**src/rtl/cycle_sequencer_pkg.sv**
```systemverilog
// Shared TB4004 definitions: sub-cycle encoding, opcode nibbles and the two-word decode.
// Imported by both the cycle sequencer and the instruction decoder.
package tb4004Pkg;

    typedef enum logic [2:0] {
        CYC_A1 = 3'd0,
        CYC_A2 = 3'd1,
        CYC_A3 = 3'd2,
        CYC_M1 = 3'd3,
        CYC_M2 = 3'd4,
        CYC_X1 = 3'd5,
        CYC_X2 = 3'd6,
        CYC_X3 = 3'd7
    } cycleT;

    localparam logic [3:0] OP_NOP = 4'h0;
    localparam logic [3:0] OP_JCN = 4'h1;
    localparam logic [3:0] OP_FIM = 4'h2;  // FIM when opa[0]=0, SRC when opa[0]=1
    localparam logic [3:0] OP_FIN = 4'h3;  // FIN when opa[0]=0, JIN when opa[0]=1
    localparam logic [3:0] OP_JUN = 4'h4;
    localparam logic [3:0] OP_JMS = 4'h5;
    localparam logic [3:0] OP_INC = 4'h6;
    localparam logic [3:0] OP_ISZ = 4'h7;
    localparam logic [3:0] OP_ADD = 4'h8;
    localparam logic [3:0] OP_SUB = 4'h9;
    localparam logic [3:0] OP_LD  = 4'hA;
    localparam logic [3:0] OP_XCH = 4'hB;
    localparam logic [3:0] OP_BBL = 4'hC;
    localparam logic [3:0] OP_LDM = 4'hD;
    localparam logic [3:0] OP_E_  = 4'hE;
    localparam logic [3:0] OP_F_  = 4'hF;

    function automatic logic isTwoWord(input logic [3:0] opr, input logic [3:0] opa);
        case (opr)
            OP_JCN, OP_JUN, OP_JMS, OP_ISZ: isTwoWord = 1'b1;
            OP_FIM:                         isTwoWord = ((opa & 4'h1) == 4'h0);
            default:                        isTwoWord = 1'b0;
        endcase
    endfunction

endpackage

```
**src/rtl/cycle_sequencer_pc.sv**
```systemverilog
// 12-bit program counter: load has priority over increment, both gated by en.
module program_counter #(
    parameter int PC_WIDTH = 12
) (
    input  logic                clk,
    input  logic                rstN,
    input  logic                en,
    input  logic                load,
    input  logic [PC_WIDTH-1:0] loadAddr,
    output logic [PC_WIDTH-1:0] pc
);

    always_ff @(posedge clk) begin
        if (!rstN) begin
            pc <= '0;
        end else if (en) begin
            if (load) pc <= loadAddr;
            else      pc <= pc + PC_WIDTH'(1);
        end
    end

endmodule

```
**src/rtl/cycle_sequencer.sv**
```systemverilog
// TB4004 machine-cycle sequencer: steps A1..X3, drives ROM address nibbles,
// latches OPR/OPA and the second instruction word, and owns the program counter.
module cycle_sequencer
    import tb4004Pkg::*;
#(
    parameter int PC_WIDTH = 12
) (
    input  logic                clk,
    input  logic                rstN,
    input  logic                runEn,
    input  logic [3:0]          romData,
    input  logic                pcLoad,
    input  logic [PC_WIDTH-1:0] pcLoadAddr,
    output logic [2:0]          cycle,
    output logic                sync,
    output logic [3:0]          romAddr,
    output logic [3:0]          opr,
    output logic [3:0]          opa,
    output logic                secondWord,
    output logic [7:0]          operand2,
    output logic                instrDone,
    output logic [PC_WIDTH-1:0] pc
);

    cycleT cycleQ;
    logic  atX3;
    logic  pcEn;

    assign atX3 = (cycleQ == CYC_X3);
    assign pcEn = runEn && atX3;

    always_ff @(posedge clk) begin
        if (!rstN) begin
            cycleQ     <= CYC_A1;
            opr        <= OP_NOP;
            opa        <= 4'h0;
            operand2   <= 8'h00;
            secondWord <= 1'b0;
        end else if (runEn) begin
            cycleQ <= cycleT'(3'(cycleQ + 3'd1));
            if (cycleQ == CYC_M1) begin
                if (secondWord) operand2[7:4] <= romData;
                else            opr           <= romData;
            end
            if (cycleQ == CYC_M2) begin
                if (secondWord) operand2[3:0] <= romData;
                else            opa           <= romData;
            end
            if (atX3) begin
                if (secondWord)               secondWord <= 1'b0;
                else if (isTwoWord(opr, opa)) secondWord <= 1'b1;
            end
        end
    end

    program_counter #(.PC_WIDTH(PC_WIDTH)) uPc (
        .clk      (clk),
        .rstN     (rstN),
        .en       (pcEn),
        .load     (pcLoad),
        .loadAddr (pcLoadAddr),
        .pc       (pc)
    );

    always_comb begin
        romAddr = 4'h0;
        case (cycleQ)
            CYC_A1:  romAddr = pc[3:0];
            CYC_A2:  romAddr = pc[7:4];
            CYC_A3:  romAddr = pc[11:8];
            default: romAddr = 4'h0;
        endcase
    end

    assign cycle     = cycleQ;
    assign sync      = atX3;
    // Stale opr/opa during A1..M1 don't matter: instrDone is only meaningful at X3.
    assign instrDone = atX3 && (secondWord || !isTwoWord(opr, opa));

endmodule
```
**config.mk**
```make
export PLATFORM = sky130hd
export DESIGN_NAME = cycle_sequencer
export DESIGN_NICKNAME = d
export VERILOG_FILES = /design/src/rtl/cycle_sequencer_pkg.sv /design/src/rtl/cycle_sequencer_pc.sv /design/src/rtl/cycle_sequencer.sv
export SDC_FILE = /design/constraint.sdc
export NUM_CORES = 1
export LEC_CHECK = 0
export CORE_ASPECT_RATIO = 0.6
export CORE_MARGIN = 1
export CORE_UTILIZATION = 40
export DETAILED_ROUTE_END_ITERATION = 6
export PLACE_DENSITY = 0.71
export SLEW_MARGIN = 20
export SYNTH_ARGS = -nofsm -noshare
export SYNTH_HDL_FRONTEND = slang
export SYNTH_SLANG_ARGS = --single-unit
```
**constraint.sdc**
```tcl
create_clock -name clk -period 1.65 [get_ports clk]
set_input_delay 0.2475 -clock clk [delete_from_list [all_inputs] [get_ports clk]]
set_output_delay 0.2475 -clock clk [all_outputs]
set_load 0.02 [all_outputs]
```
==> results of run 1 <==
## cell families (layout without fill, tap and decap cells)
kind of cell | after synthesis | in the layout | synth area share [%]
AND/OR/NAND/NOR | 81 | 81 | 23.11
AO/OA/AOI/OAI | 46 | 46 | 17.83
flip-flops | 32 | 32 | 39.17
multiplexers | 16 | 16 | 9.793
buffers and inverters | 16 | 110 | 4.208
adder cells (fa/ha/maj) | 7 | 7 | 5.356
XOR/XNOR | 1 | 1 | 0.5357
## stage by stage
stage          cells  setup WS, ns  setup TNS (ns)  hold WS, ns  power, mW
2_1_floorplan    199       0.01901               0       0.3859     0.9174
3_3_place_gp     331       -0.3978          -1.657       0.4771      1.061
3_5_place_dp     331       -0.4476          -1.726       0.4868      1.065
4_1_cts          339       -0.3253         -0.3253       0.5019      1.692
5_1_grt          340       -0.3671         -0.5427       0.5301      1.775
6_report         340       -0.3014         -0.3014       0.4971      1.710
## cells in the mapped netlist
master    count  share of area (%)
and3_1        3                1.1
xnor2_1       1               0.54
or3_1         2               0.76
o21ai_0       9                2.8
a211o_1       1               0.54
o31ai_1       1               0.46
a22oi_1       5                2.3
nand4_1       3                1.1
a22o_1        1               0.54
o211ai_1      1               0.46
ha_1          7                5.4
nand3_1      11                3.4
a31o_2        1               0.54
clkbuf_2      1               0.31
nand2_1      26                6.0
buf_2         3               0.92
or4_1         1               0.46
o22ai_1       2               0.76
nor3_1        2               0.61
dfxtp_1      32                 39
nand3_2       1               0.61
nand2b_1      1               0.38
nor2b_1       6                2.3
inv_1         5                1.1
clkbuf_1      4               0.92
buf_4         1               0.46
o31a_1        2                1.1
and2_1        1               0.38
a31oi_1       4                1.5
nor4_1        3                1.1
clkinv_1      2               0.46
a21oi_1      13                4.0
mux2i_1      16                9.8
nor2_1       21                4.8
a311oi_1      2                1.1
a211oi_1      4                1.8
## area by class of cell
type / instances / area (µm²)
clock buffers: 8 / 90.09
fillers: 308 / 1035
inverters: 7 / 28.78
multi-input cells: 151 / 1036
flip-flops and latches: 32 / 653.1
well taps: 47 / 58.81
repair buffers: 95 / 884.6
## worst register-to-register path: cells and delay by family (launching register included)
family,cells,cell delay (ns)
adder cells (fa/ha/maj),2,0.29
buffers and inverters,2,0.27
AND/OR/NAND/NOR,2,0.40
AO/OA/AOI/OAI,1,0.15
flip-flops,1,0.38
## worst min-delay path by stage
stage,slack [ns],cells after the start,to
after floorplan,0.39,2,uPc.pc[4]
after global placement,0.48,2,operand2[6]
after detailed placement,0.49,2,opa[1]
after CTS,0.50,2,opa[1]
after global routing,0.53,2,opa[2]
final,0.50,2,opa[1]
## power by group through the flow
stage | Clock (mW) | Combinational [mW] | Sequential (mW)
3_3_place_gp | 0 | 0.246 | 0.815
3_5_place_dp | 0 | 0.249 | 0.816
2_1_floorplan | 0 | 0.0848 | 0.833
4_1_cts | 0.629 | 0.262 | 0.801
5_1_grt | 0.665 | 0.303 | 0.806
6_report | 0.622 | 0.283 | 0.805
## timing repair
action | 4_1_cts | 5_1_grt
buffers inserted | 0 | 1
endpoints found under the hold margin | 0 | 0
gates resized for setup | 53 | 24
setup endpoints to repair | 20 | 21
pin swaps | 6 | 3
## flip-flops by register name, summed over array words and instances, names as in the netlist
signal and cells:
uPc.pc 12, operand2 8, opa 4, opr 4, cycle 3, secondWord 1
## per-layer routing
layer	wire length [µm]	part of all wire (%)	vias to the layer above	GRT usage, %
li1	-	-	901	-
met2	2154	41	75	35.77
met1	2643	50	831	37.01
met4	42	0.79	0	4.237
met5	0	0	-	0
met3	448	8.5	6	6.984
==> impl_results.md, run 1 <==
* Status: finished, violations left
* Failing checks: design-rule violations, negative setup slack
* Share of cells above drive strength 1 at 25.60%
* Rows at 17
* Initial DRC Count at 147
* Critical path launch point: opr[1]
* PnR worst setup slack at -0.3014 ns
* Vias in the first global route at 1648
* Area Overhead vs Synth at 68.25%
* Delay-heaviest family, CP: simple AND/OR/NAND/NOR gates
* Synth warnings at 0
* Combinational share of power at 16.5%
* Sequential share of the synthesized area at 39.17%
* Synth Cell Area at 1635 µm²
* I/O pin cnt at 58
* Crit Path Category: register to output pin
* First-pass GRT wire length at 8273 µm
* HPWL after detailed placement at 3867 µm
* Core area at 3786 µm²
* H-Tree Depth at 2
* Initial antenna violation count at 0
* N_diodes at 0
* CP max stage cell: or4_1
* Slew Limit Fails at 0
* Power share of the sequential group at 47.1%
* Hold Violations, Final at 0
* Clock period minus worst slack at 1.951 ns
* CTS tree: done
* Worst Path Required at 1.40 ns
* # hold bufs at CTS at 0
* DIE AREA at 4356 µm²
* Final instance area at 2751 µm²
* Max Clk Rate at 512.5 MHz
* Worst Path Max Fanout at 2
* Max VDD drop at 0.4610 mV
* Power Internal at 1.276 mW
* Worst-Margin Slew at 0.3263 ns
* Initial DRT Pass Iterations at 6
* Finish-stage setup viols at 1
* Synth Register Bits at 32
* RSZ-0062 raised after global routing: true
* Slew headroom at 78.18%
* Final wirelength at 5289 µm
* Clock Latency Late Sink at 0.28 ns
* Leakage at 1.251 nW
* Final Cycle Share at 118.3%
* Crit path arrival time at 1.70 ns
* Most common cell after layout, fill and taps aside: clkdlybuf4s50_1
* Clock transition at path regs at 0.06 ns
* Max Cap Viol at 0
* Pin count of the biggest net entering global routing at 16
* Switch Pwr at 0.4336 mW
* R2R Setup Slk at 0.07 ns
* Detail Route Antenna Nets at 0
* Starting Density at 43.19%
* Min-delay src: opa[1]
* CTS max path bufs at 2
* Worst path cell trace: inv_1, or4_1, a311oi_1, buf_4, nor2b_1, buf_2
* Critical path depth at 6
* Avg Cell Area, Syn at 8.218 µm²
* Congestion Overflow GR at 0
* Worst min path class: register to register
* CTS sink count at 32
* Sw Share at 25.36%
* Layout Skew at 0.005684 ns
* FF-to-FF End: uPc.pc[0]
* Final Core Density at 72.67%
* Largest stage delay, worst path at 0.47 ns
* R2R cell count at 7
* Die W at 84.55 µm
* Pwr/cell area at 621.4 nW/µm²
* DIE HEIGHT at 51.53 µm
* CP endpoint: instrDone
* Port bufs at 57
* Cts bufs inserted at 5
* Root Buffer: clkbuf_8
* R2R Path Start: cycle[0]
* Area post-placement at 2530 µm²
* Synthesized net count at 226
* Total global-route track usage at 24.83%
* Kind of end point of the critical path: output pin
* Vias at 1813
* Vias/cell at 5.332
* Most frequent cells in the layout: clkdlybuf4s50_1, buf_4, dfxtp_1
* Syn Inst Count at 199
* Share of power burned in the clock network at 36.4%
* NumNets Final at 319
* Worst Path Buf+Inv at 3
* Wirelength per Cell at 15.56 µm
* Post-synth cell types at 36
* Routability Congestion at 0.8176
* Residual DRC at 8
* CP Launch Type: register
Power figures use the tool's default switching activity.
==> inputs of run 2 (changes only) <==
--- a/config.mk
+++ b/config.mk
@@ -8,8 +8,10 @@
 export CORE_ASPECT_RATIO = 0.6
 export CORE_MARGIN = 1
 export CORE_UTILIZATION = 40
+export CTS_BUF_LIST = sky130_fd_sc_hd__clkbuf_4 sky130_fd_sc_hd__clkbuf_8
 export DETAILED_ROUTE_END_ITERATION = 6
 export PLACE_DENSITY = 0.71
+export REMOVE_ABC_BUFFERS = 1
 export SLEW_MARGIN = 20
 export SYNTH_ARGS = -nofsm -noshare
 export SYNTH_HDL_FRONTEND = slang
==> impl_results.md, run 2 (synthesis gave the netlist of run 1 again) <==
* Max Clk Rate at 539.2 MHz (+5.2%)
* Clock Latency Late Sink at 0.28 ns (about the same)
* Max reg flops at 12 (unchanged)
* Failing checks: design-rule violations, negative setup slack
* RSZ-0062 raised after global routing: true
* CP max stage cell: or4_4
* Wirelength per Cell at 14.00 µm (-10%)
* Worst-Margin Slew at 0.2749 ns (-0.05133 ns)
* # hold bufs at CTS at 0 (unchanged)
* Initial DRT Pass Iterations at 7 (+1)
* Max VDD drop at 0.5413 mV (+17%)
* Leakage at 1.233 nW (-1.4%)
* CTS tree: done
* Pin count of the biggest net entering global routing at 21 (+5)
* Vias at 1803 (-0.55%)
* Inst Count DP at 331 (unchanged)
* Total power at 1.708 mW (-0.12%)
* Most common cell after layout, fill and taps aside: clkdlybuf4s50_1
* CTS sink count at 32 (unchanged)
* Worst Path Buf+Inv at 1 (-2)
* Kind of end point of the critical path: output pin
* Vias in the first global route at 1529 (-7.2%)
* Area Overhead vs Synth at 68.40% (about the same)
* Worst path cell trace: or4_4, a311oi_2, nor2b_1, buf_4
* Power Internal at 1.265 mW (-0.87%)
* Final Cycle Share at 112.4% (-5.9 points)
* Crit path arrival time at 1.61 ns (-0.09 ns)
* Largest stage delay, worst path at 0.53 ns (+0.06 ns)
* H-Tree Depth at 2 (unchanged)
* Vias/cell at 5.303 (-0.55%)
* Worst min path class: register to register
* Final Core Density at 72.74% (about the same)
* First-pass GRT wire length at 7465 µm (-9.8%)
* Die W at 84.55 µm (unchanged)
* Sw Share at 25.92% (+0.56 points)
* DIE HEIGHT at 51.53 µm (unchanged)
* Hold Violations, Final at 0 (unchanged)
* Total global-route track usage at 22.44% (-2.4 points)
* Cts bufs inserted at 5 (unchanged)
* Clock period minus worst slack at 1.855 ns (-0.09664 ns)
* Slew Limit Fails at 0 (unchanged)
* PnR worst setup slack at -0.2047 ns (+0.09664 ns)
* CP Launch Type: register
* Worst Path Max Fanout at 2 (unchanged)
* Residual DRC at 5 (-3)
* Clock transition at path regs at 0.07 ns (about the same)
* N_diodes at 0 (unchanged)
* Max Cap Viol at 0 (unchanged)
* Initial DRC Count at 142 (-3.4%)
* Congestion Overflow GR at 0 (unchanged)
* Crit Path Category: register to output pin
* Slew headroom at 81.62% (+3.4 points)
* Final wirelength at 4759 µm (-10%)
* Port bufs at 57 (unchanged)
* Top Registers: uPc.pc x12, operand2 x8
* Layout Skew at 0.008509 ns (+0.002825 ns)
* Switch Pwr at 0.4426 mW (+2.1%)
* NumNets Final at 319 (unchanged)
* TNS Setup at -0.2047 ns (+0.09664 ns)
* Largest Register: uPc.pc
* DIE AREA at 4356 µm² (unchanged)
* Starting Density at 43.19% (unchanged)
* HPWL after detailed placement at 3560 µm (-7.9%)
* Finish-stage setup viols at 1 (unchanged)
* Rows at 17 (unchanged)
* I/O pin cnt at 58 (unchanged)
* Core area at 3786 µm² (unchanged)
* Delay-heaviest family, CP: simple AND/OR/NAND/NOR gates
* Status: finished, violations left
* Routability Congestion at 0.8614 (+5.4%)
* Combinational share of power at 15.8% (-0.7 points)
* Pwr/cell area at 620.1 nW/µm² (-0.21%)
* Root Buffer: clkbuf_8
* Share of power burned in the clock network at 37.1% (+0.7 points)
* CTS max path bufs at 2 (unchanged)
* Power share of the sequential group at 47.1% (about the same)
* Most frequent cells in the layout: clkdlybuf4s50_1, buf_4, nand2_1, dfxtp_1, nor2_1
* Fin cells at 340 (unchanged)
* Worst Path Required at 1.40 ns (about the same)
* Share of cells above drive strength 1 at 26.96% (+1.4 points)
* Initial antenna violation count at 0 (unchanged)
* Detail Route Antenna Nets at 0 (unchanged)
==> run 2: changes by cell type in the layout (fill, tap and decap cells not counted), sizes merged <==
cell / previous run / this run
clkbuf: 8 / 6
dlygate4sd2: 7 / 5
dlymetal6s2s: 5 / 4
clkdlybuf4s50: 39 / 42
clkinv: 2 / 4
==> run 2: per-layer routing <==
metal  vias up  global-route usage (%)  wire length, µm  part of all wire (%)
met5         -                       0                0                     0
met4         0                   6.780               55                   1.2
met3         6                   5.556              269                   5.7
met2        53                   32.66             1906                    40
met1       843                   32.65             2527                    53
li1        901                       -                -                     -
==> run 2: worst paths after layout <==
check	from	end	slack, ns	depth (start not counted)
worst max-delay path	opr[2]	instrDone	-0.20	4
worst min-delay path	opa[1]	opa[1]	0.50	2
worst max register to register	cycle[0]	uPc.pc[0]	0.07	6
worst min register to register	opa[1]	opa[1]	0.50	2
==> run 2: timing repair <==
item,4_1_cts,5_1_grt
setup endpoints to repair,14,17
gates resized for setup,48,31
setup buffers,1,0
gates cloned,0,0
endpoints found under the hold margin,0,0
pin swaps,6,5
==> run 2: stage by stage <==
stage | setup slack, ns | cell area (µm²) | hold WS [ns]
5_1_grt | -0.2570 | 2754 | 0.5333
6_report | -0.2047 | 2754 | 0.4959
3_5_place_dp | -0.4079 | 2525 | 0.4899
3_3_place_gp | -0.3610 | 2525 | 0.4741
4_1_cts | -0.2032 | 2640 | 0.5051
2_1_floorplan | -0.2211 | 1593 | 0.3421
==> run 2: power groups by stage <==
stage / clock, mW / sequential (mW) / combinational, mW
6_report: 0.633 / 0.805 / 0.270
2_1_floorplan: 0 / 0.830 / 0.0732
5_1_grt: 0.678 / 0.806 / 0.291
3_3_place_gp: 0 / 0.814 / 0.238
4_1_cts: 0.631 / 0.802 / 0.252
3_5_place_dp: 0 / 0.815 / 0.240
==> run 2: layout make-up <==
cell class	instances	area, µm²
Tap cell	47	58.81
Clock inverter	2	10.01
Timing Repair Buffer	95	885.9
Fill cell	299	1032
Clock buffer	6	82.58
Inverter	7	31.28
Multi-Input combinational cell	151	1032
Sequential cell	32	653.1
==> run 2: worst min-delay path: cells and delay by family (launching register included) <==
kind	cells	cell delay, ns
flops	1	0.33
mux	1	0.06
simple gates	1	0.07
